File: src/rtl/fetch_sequencer.sv
// Fetch-stage control FSM: advances, holds or redirects the PC
// around control-transfer instructions and downstream stalls.
module fetch_sequencer #(
    parameter int          PC_W     = 7,
    parameter logic [5:0]  OPC_BEQ  = 6'b000100,
    parameter logic [5:0]  OPC_BNE  = 6'b000101,
    parameter logic [5:0]  OPC_J    = 6'b000010,
    parameter int          MAX_WAIT = 8,
    parameter int          CNT_W    = 8
) (
    input  logic            clk,
    input  logic            rst,
    input  logic [5:0]      opcode,
    input  logic            stall_req,
    input  logic            br_resolved,
    input  logic            br_taken,
    input  logic [PC_W-1:0] br_target,
    output logic            pc_enable,
    output logic            pc_sel,
    output logic [PC_W-1:0] pc_target,
    output logic            bubble,
    output logic            flush,
    output logic            timeout_err,
    output logic [CNT_W-1:0] bubble_cnt
);

    localparam int WAIT_W = (MAX_WAIT > 1) ? $clog2(MAX_WAIT) : 1;
    localparam logic [WAIT_W-1:0] WAIT_LAST = WAIT_W'(MAX_WAIT - 1);

    typedef enum logic [1:0] {
        IDLE     = 2'd0,
        RUN      = 2'd1,
        WAIT     = 2'd2,
        REDIRECT = 2'd3
    } state_t;

    state_t             r_state;
    logic [PC_W-1:0]    r_pc_target;
    logic [WAIT_W-1:0]  r_wait_cnt;
    logic               r_timeout_err;
    logic [CNT_W-1:0]   r_bubble_cnt;

    logic               w_is_br;
    logic               w_bubble;
    logic               w_count_bubble;

    assign w_is_br = (opcode == OPC_BEQ) || (opcode == OPC_BNE) ||
                     (opcode == OPC_J);

    // Output decode: state only, pc_enable additionally gated by stall
    always_comb begin
        pc_enable = 1'b0;
        pc_sel    = 1'b0;
        w_bubble  = 1'b1;
        flush     = 1'b0;
        unique case (r_state)
            IDLE: begin
                w_bubble = 1'b1;
            end
            RUN: begin
                pc_enable = !stall_req;
                w_bubble  = 1'b0;
            end
            WAIT: begin
                w_bubble = 1'b1;
            end
            REDIRECT: begin
                pc_enable = !stall_req;
                pc_sel    = 1'b1;
                flush     = 1'b1;
            end
            default: begin
                w_bubble = 1'b1;
            end
        endcase
    end

    assign w_count_bubble = w_bubble && (r_state != IDLE) &&
                            (r_bubble_cnt != '1);

    // State transitions, redirect target, wait timer and debug stats
    always_ff @(posedge clk or negedge rst) begin
        if (!rst) begin
            r_state       <= IDLE;
            r_pc_target   <= '0;
            r_wait_cnt    <= '0;
            r_timeout_err <= 1'b0;
            r_bubble_cnt  <= '0;
        end else begin
            if (w_count_bubble) begin
                r_bubble_cnt <= r_bubble_cnt + 1'b1;
            end
            unique case (r_state)
                IDLE: begin
                    r_state <= RUN;
                end
                RUN: begin
                    // a stalled branch is re-sampled next cycle
                    if (w_is_br && !stall_req) begin
                        r_state    <= WAIT;
                        r_wait_cnt <= '0;
                    end
                end
                WAIT: begin
                    r_wait_cnt <= r_wait_cnt + 1'b1;
                    if (br_resolved && br_taken) begin
                        r_pc_target <= br_target;
                        r_state     <= REDIRECT;
                    end else if (br_resolved) begin
                        r_state <= RUN;
                    end else if (r_wait_cnt == WAIT_LAST) begin
                        r_timeout_err <= 1'b1;
                        r_state       <= RUN;
                    end
                end
                REDIRECT: begin
                    if (!stall_req) begin
                        r_state <= RUN;
                    end
                end
                default: begin
                    r_state <= IDLE;
                end
            endcase
        end
    end

    assign bubble      = w_bubble;
    assign pc_target   = r_pc_target;
    assign timeout_err = r_timeout_err;
    assign bubble_cnt  = r_bubble_cnt;

endmodule

File: config.mk
export PLATFORM = sky130hd
export DESIGN_NAME = fetch_sequencer
export DESIGN_NICKNAME = d
export VERILOG_FILES = /design/src/rtl/fetch_sequencer.sv
export SDC_FILE = /design/constraint.sdc
export NUM_CORES = 1
export LEC_CHECK = 0
export ABC_AREA = 1
export BUFFER_PORTS_ARGS = -buffer_cell sky130_fd_sc_hd__buf_2
export CORE_MARGIN = 3
export CORE_UTILIZATION = 45
export DETAILED_ROUTE_END_ITERATION = 7
export GPL_TIMING_DRIVEN = 1
export PLACE_DENSITY = 0.72
export SLEW_MARGIN = 20
export SYNTH_ARGS = -nofsm -noshare
export SYNTH_HDL_FRONTEND = slang
export SYNTH_SLANG_ARGS = --single-unit
File: constraint.sdc
create_clock -name clk -period 2.1 [get_ports clk]
set_clock_uncertainty 0.05 [all_clocks]
set_input_delay 0.525 -clock clk [delete_from_list [all_inputs] [get_ports clk]]
set_output_delay 0.525 -clock clk [all_outputs]
set_load 0.03 [all_outputs]
==> results of run 1 <==
## final timing paths
path / from / end
worst max-delay path: r_state[1] / pc_enable
min in group clk: br_target[3] / pc_target[3]
worst max register to register: r_state[0] / pc_target[1]
worst min-delay path: rst / pc_target[3]
max in group asynchronous: rst / bubble_cnt[1]
worst min register to register: timeout_err / timeout_err
## routing by layer
metal,GRT usage,up-vias,wire (um)
met5,0,-,0
met4,0.03051,0,13
met3,0.04138,2,162
met2,0.2640,37,1178
met1,0.1730,452,867
li1,-,487,-
## through the flow
stage | hold slack, ns | setup TNS, ns | total power, mW
3_5_place_dp | 0.4090 | 0 | 1.644
3_3_place_gp | 0.3929 | 0 | 1.609
6_report | 0.1044 | 0 | 1.839
5_1_grt | 0.1104 | -0.04125 | 1.987
4_1_cts | 0.1081 | 0 | 1.847
2_1_floorplan | 0.1794 | 0 | 1.383
## area by class of cell
type | count | area [sq um]
fill | 208 | 917.1
multi-input combinational | 86 | 544.3
sequential | 21 | 525.5
timing repair buffer | 38 | 195.2
inverter | 19 | 71.32
tap | 28 | 35.03
clock buffer | 3 | 22.52
clock inverter | 1 | 7.507
## layout by cell type (no fill, tap or decap), types with 2 or more instances in the layout
master / n
buf_2: 36
clkbuf_4: 4
dfrtp_1: 21
ha_1: 6
inv_1: 19
mux2_2: 7
nand2_1: 34
nand3_1: 11
nand3_2: 2
nor2_1: 4
o21ai_0: 5
xnor2_1: 2
## cells by family (layout without fill, tap and decap cells)
| family | Yosys count | in the layout |
|---|---|---|
| flip-flops | 21 | 21 |
| AO/OA/AOI/OAI | 11 | 11 |
| AND/OR/NAND/NOR | 58 | 58 |
| XOR/XNOR | 3 | 3 |
| multiplexers | 7 | 7 |
| buffers and inverters | 21 | 61 |
| adder cells (fa/ha/maj) | 7 | 7 |
## report_power, final
part	internal, mW	total [mW]	switching (mW)	leakage [nW]
Sequential	0.554	0.668	0.114	0.270
Clock	0.0725	0.198	0.125	0.0139
Combinational	0.336	0.974	0.638	0.487
Total	0.962	1.84	0.878	0.771
## worst max-delay path, cell delays in order (launching register included)
cell and delay [ns]:
dfrtp_1 0.43, inv_1 0.09, ha_2 0.19, inv_1 0.09
a21oi_1 0.13, clkbuf_4 0.20
## repair_timing
action | CTS | global route
resized for setup | 0 | 2
buffers inserted | 0 | 1
endpoints found under the setup margin | 0 | 1
hold buffers | 0 | 0
## registers in the layout, summed over array words and instances (netlist names)
name and cells:
timeout_err 1, r_wait_cnt 3, r_state 2, pc_target 7, bubble_cnt 8
==> metrics.md, run 1 <==
| Metric | Value |
|---|---|
| Non-filler cells in the finished layout | `between 150 and 200` |
| Final antenna-violating net count | `0` |
| Ys flop type | `dfrtp_1` |
| NumNets Final | `~190` |
| Period utilization | `0.9603` |
| Dpl cell area | `~1400 sq um` |
| First-pass GRT wire length | `3739 um` |
| Post-synth EDFFs | `0` |
| Synth Register Bits | `21` |
| Adder-Cell Fraction of Synth Area | `0.07609` |
| Mapped Cells | `about 130` |
| Synthesis-to-finish area growth | `21.74%` |
| Vias per cell | `4.990` |
| Fin crit period | `between 2 and 2.5 ns` |
| GP Congestion | `between 0.7 and 0.8` |
| Largest net degree at the start of global routing | `22` |
| Die ar. | `3201 sq um` |
| Row count | `17` |
| Mux contribution to synthesized area | `0.06848` |
| Count leader, synth | `nand2_1` |
| Commonest cells in the synthesized netlist | `34 x nand2_1, 21 x dfrtp_1, 19 x inv_1, 11 x nand3_1` |
| Power Dens Cells | `approximately 1300 nW/um^2` |
| CP Launch Type | `register` |
| TritonCTS clock tree | `done` |
| Number of global-route vias before repair | `896` |
| Buffers on Ports | `37` |
| Core area | `about 2300 sq um` |
| Outcome | `complete, no violations` |
| Die Ht | `~57 um` |
| Worst-path maximum fanout | `5` |
| Fin area | `between 1000 and 1500 sq um` |
| I/O pin count | `38` |
| Vias post-DR | `roughly 980` |
| Clock slew at reported path FFs | `0.12 ns` |
| Max-cap viol count | `0` |
| Slew Limit Fails | `0` |
| GRT overflow | `0` |
| Initial antenna violation count | `0` |
| R2r worst-path depth | `4` |
| Endpoints failing setup | `0` |
| Synth Area in Compound Gates | `0.05978` |
| Worst-Skew Late Latency | `0.30 ns` |
| Root Driver | `clkbuf_4` |
| DR pass1 iterations | `4` |
| Post-Syn Nets | `between 150 and 200` |
| WP data arrival | `about 1.4 ns` |
| Synthesized area per cell | `~9.0 sq um` |
| Simple-gate portion of the synthesized area | `0.2370` |
| Fin worst setup slack | `about 0.083 ns` |
| Cts bufs inserted | `3` |
| Placed insts | `191` |
| Top post-synthesis cells by area | `dfrtp_1 46%, nand2_1 11%, ha_1 7.6%, mux2_2 6.8%, inv_1 6.2%` |
| CP Class | `register to output pin` |
| Synth Area in XOR/XNOR | `0.02935` |
| Largest family of logic cells by synthesized area | `simple AND/OR/NAND/NOR gates` |
| # H-tree levels | `1` |
| DR iter-0 viols | `19` |
| GRT Resource Usage Total | `0.1471` |
| Yosys warnings | `0` |
| Post-synth cell types | `26` |
| Ys async rst share | `1.000` |
| Hold Path Class | `input port to async pin` |
| Synthesized cell area | `~1200 sq um` |
| Critical Path RT | `~1.5 ns` |
| Reg-to-reg setup timing slack | `0.53 ns` |
| F_max | `about 500 MHz` |
| WL per Instance | `11.34 um` |
| Clock sinks | `21` |
| Final wirelength | `between 2000 and 2500 um` |
| Pre-CTS WS | `0.4203 ns` |
| Initial Utilization | `0.4965` |
| Diode count | `0` |
| Die X | `roughly 57 um` |
| Layout cells sized above 1 | `0.3512` |
| Final core occ | `0.6044` |
| Post-DP HPWL | `roughly 1800 um` |
| Synth top area share | `0.4565` |
| Sequential area share after synthesis | `0.4565` |
| Leakage power | `between 0.7 and 0.8 nW` |
| Worst slew margin | `0.6881` |
| DRC viols | `0` |
| Worst setup EP type | `output pin` |
| Final Hold Fails | `0` |
| Worst VDD drop | `0.8348 mV` |
| Clock Tree Buf Depth | `2` |
| Leading area contributor after synthesis | `dfrtp_1` |
| Worst-margin pin slew | `approximately 0.47 ns` |
(Power assumes the default switching activity.)
==> run 2, diff against run 1 <==
--- a/config.mk
+++ b/config.mk
@@ -8,10 +8,10 @@
 export ABC_AREA = 1
 export BUFFER_PORTS_ARGS = -buffer_cell sky130_fd_sc_hd__buf_2
 export CORE_MARGIN = 3
-export CORE_UTILIZATION = 45
+export CORE_UTILIZATION = 53
 export DETAILED_ROUTE_END_ITERATION = 7
 export GPL_TIMING_DRIVEN = 1
-export PLACE_DENSITY = 0.72
+export PLACE_DENSITY = 0.83
 export SLEW_MARGIN = 20
 export SYNTH_ARGS = -nofsm -noshare
 export SYNTH_HDL_FRONTEND = slang
==> run 2 against run 1 <==
- routed wire length grew 0.36%
- critical path depth is the same
- sequential cell count is the same
- sequential share of layout area grew 0.13 points
- die area shrank 14%
- global-route usage grew 3.2 points
- utilization grew 9.3 points
- first-iteration DRC count shrank 53%
- register-to-register slack is essentially flat
- power grew 0.41%
- fmax grew 0.89%
- via count shrank 0.51%
- critical endpoint unchanged
- largest cell class unchanged
==> metrics.md, run 2 (same netlist as run 1, synthesis figures left out) <==
| Metric | Value |
|---|---|
| NumNets Final | `194` |
| Clock sinks | `21` |
| Die ar. | `2767 sq um` |
| Number of global-route vias before repair | `approximately 900` |
| Clock Tree Buf Depth | `2` |
| Slowest CP cell | `dfrtp_1` |
| Worst Setup EP | `pc_enable` |
| Critical Path Source | `r_state[1]` |
| Worst setup EP type | `output pin` |
| Hold Path Class | `input port to async pin` |
| Worst slew margin | `0.6817` |
| Endpoints failing setup | `0` |
| Crit path largest cell delay | `0.41 ns` |
| Vias per cell | `roughly 5` |
| R2r endpoint | `r_state[1]` |
| Diode count | `0` |
| Cts bufs inserted | `3` |
| Most frequent cells in the layout | `36 x buf_2, 34 x nand2_1, 21 x dfrtp_1` |
| Row count | `16` |
| Outcome | `complete, no violations` |
| Worst-margin pin slew | `roughly 0.48 ns` |
| Critical Path RT | `approximately 1.5 ns` |
| Initial antenna violation count | `0` |
| Hold_buf cts | `0` |
| Initial Utilization | `0.5750` |
| Max-cap viol count | `0` |
| Most common cell after layout, fill and taps aside | `buf_2` |
| Final antenna-violating net count | `0` |
| Placed insts | `190` |
| Worst reg2reg path startpoint | `r_state[0]` |
| Power Dens Cells | `1323 nW/um^2` |
| Synthesis-to-finish area growth | `21.30%` |
| Crit path cell chain | `inv_1 > ha_2 > inv_1 > a21oi_1 > clkbuf_4` |
| DR pass1 iterations | `4` |
| Max reg flops | `8` |
| CP Launch Type | `register` |
| Power, Total | `between 1.5 and 2 mW` |
| Die Ht | `roughly 53 um` |
| Reg-to-reg setup timing slack | `0.52 ns` |
| Non-filler cells in the finished layout | `195` |
| Fin crit period | `1.999 ns` |
| Core area | `around 2000 sq um` |
| Critical path depth in cells | `5` |
| Leakage power | `0.7716 nW` |
| TritonCTS clock tree | `done` |
| Pre-CTS WS | `about 0.42 ns` |
| Buf+Inv Stages, Crit Path | `3` |
| CP dominant cell by count | `inv_1` |
| WL per Instance | `11.44 um` |
| GP Congestion | `approximately 0.7` |
| GRT overflow | `0` |
| Die X | `52.61 um` |
| RSZ-0062 raised after global routing | `false` |
| Post-DP HPWL | `about 1800 um` |
| CP delay by family, top | `flip-flops` |
| WP data arrival | `between 1 and 1.5 ns` |
| Area of the multi-input gates | `544.3 sq um` |
| Setup tns final | `0 ns` |
| Vias post-DR | `973` |
| Final wirelength | `between 2000 and 2500 um` |
| Fill count | `around 170` |
| # H-tree levels | `1` |
| Clock slew at reported path FFs | `approximately 0.11 ns` |
| Worst VDD drop | `0.9295 mV` |
| Buffers on Ports | `37` |
| Worst-path maximum fanout | `5` |
| Worst-Skew Late Latency | `0.30 ns` |
| GRT Resource Usage Total | `0.1792` |
| Root Driver | `clkbuf_4` |
| Fin worst setup slack | `between 0.1 and 0.15 ns` |
| First-pass GRT wire length | `3684 um` |
| Final Hold Fails | `0` |
| Period utilization | `0.9518` |
| CP Class | `register to output pin` |
| DR iter-0 viols | `9` |
| I/O pin count | `38` |
| DRC viols | `0` |
| Largest net degree at the start of global routing | `22` |
| Slew Limit Fails | `0` |
| Layout cells sized above 1 | `0.3452` |
| R2r worst-path depth | `6` |
| Register area | `525.5 sq um` |
| F_max | `500.3 MHz` |
-- run 2: changes by cell type in the layout (fill, tap and decap cells not counted) --
cell        change
clkinvlp_4      -1
clkbuf_1        +1
-- run 2: per-layer routing --
metal / vias to the layer above / part of all wire / global-route usage
met2: 26 / 0.49 / 0.3306
met4: 0 / 0.0094 / 0.06383
li1: 485 / - / -
met5: - / 0 / 0
met1: 458 / 0.45 / 0.2015
met3: 4 / 0.049 / 0.03419
-- run 2: per-stage QoR --
stage	instance area [sq um]	hold WS, ns	util
floorplan	1151	0.1794	-
global route	1396	0.1332	0.6975
CTS	1384	0.1286	0.6913
detailed placement	1358	0.4159	0.6781
global placement	1358	0.3986	0.6781
finish	1396	0.1182	0.6975
-- run 2: how the worst min path moves through the flow --
stage / slack (ns) / to / cells after the start
floorplan: 0.18 / bubble_cnt[0] / 0
global placement: 0.40 / timeout_err / 1
detailed placement: 0.42 / timeout_err / 1
CTS: 0.13 / bubble_cnt[6] / 1
global route: 0.13 / timeout_err / 1
finish: 0.12 / timeout_err / 1
-- run 2: final cells by class --
| type | count | share of cell area |
|---|---|---|
| Tap cell | 27 | 0.02419 |
| Clock buffer | 4 | 0.01882 |
| Sequential cell | 21 | 0.3763 |
| Timing Repair Buffer | 38 | 0.1398 |
| Multi-Input combinational cell | 86 | 0.3898 |
| Inverter | 19 | 0.05108 |
-- run 2: repair_timing --
item / CTS / global route
endpoints found under the setup margin: 0 / 1
hold endpoints to repair: 0 / 0
setup buffers: 0 / 1
gates resized for setup: 0 / 2
-- run 2: report_power, final --
| part | switching [mW] | internal [mW] | total [mW] |
|---|---|---|---|
| clock | 0.115 | 0.0740 | 0.189 |
| sequential | 0.109 | 0.554 | 0.662 |
| combinational | 0.656 | 0.339 | 0.996 |
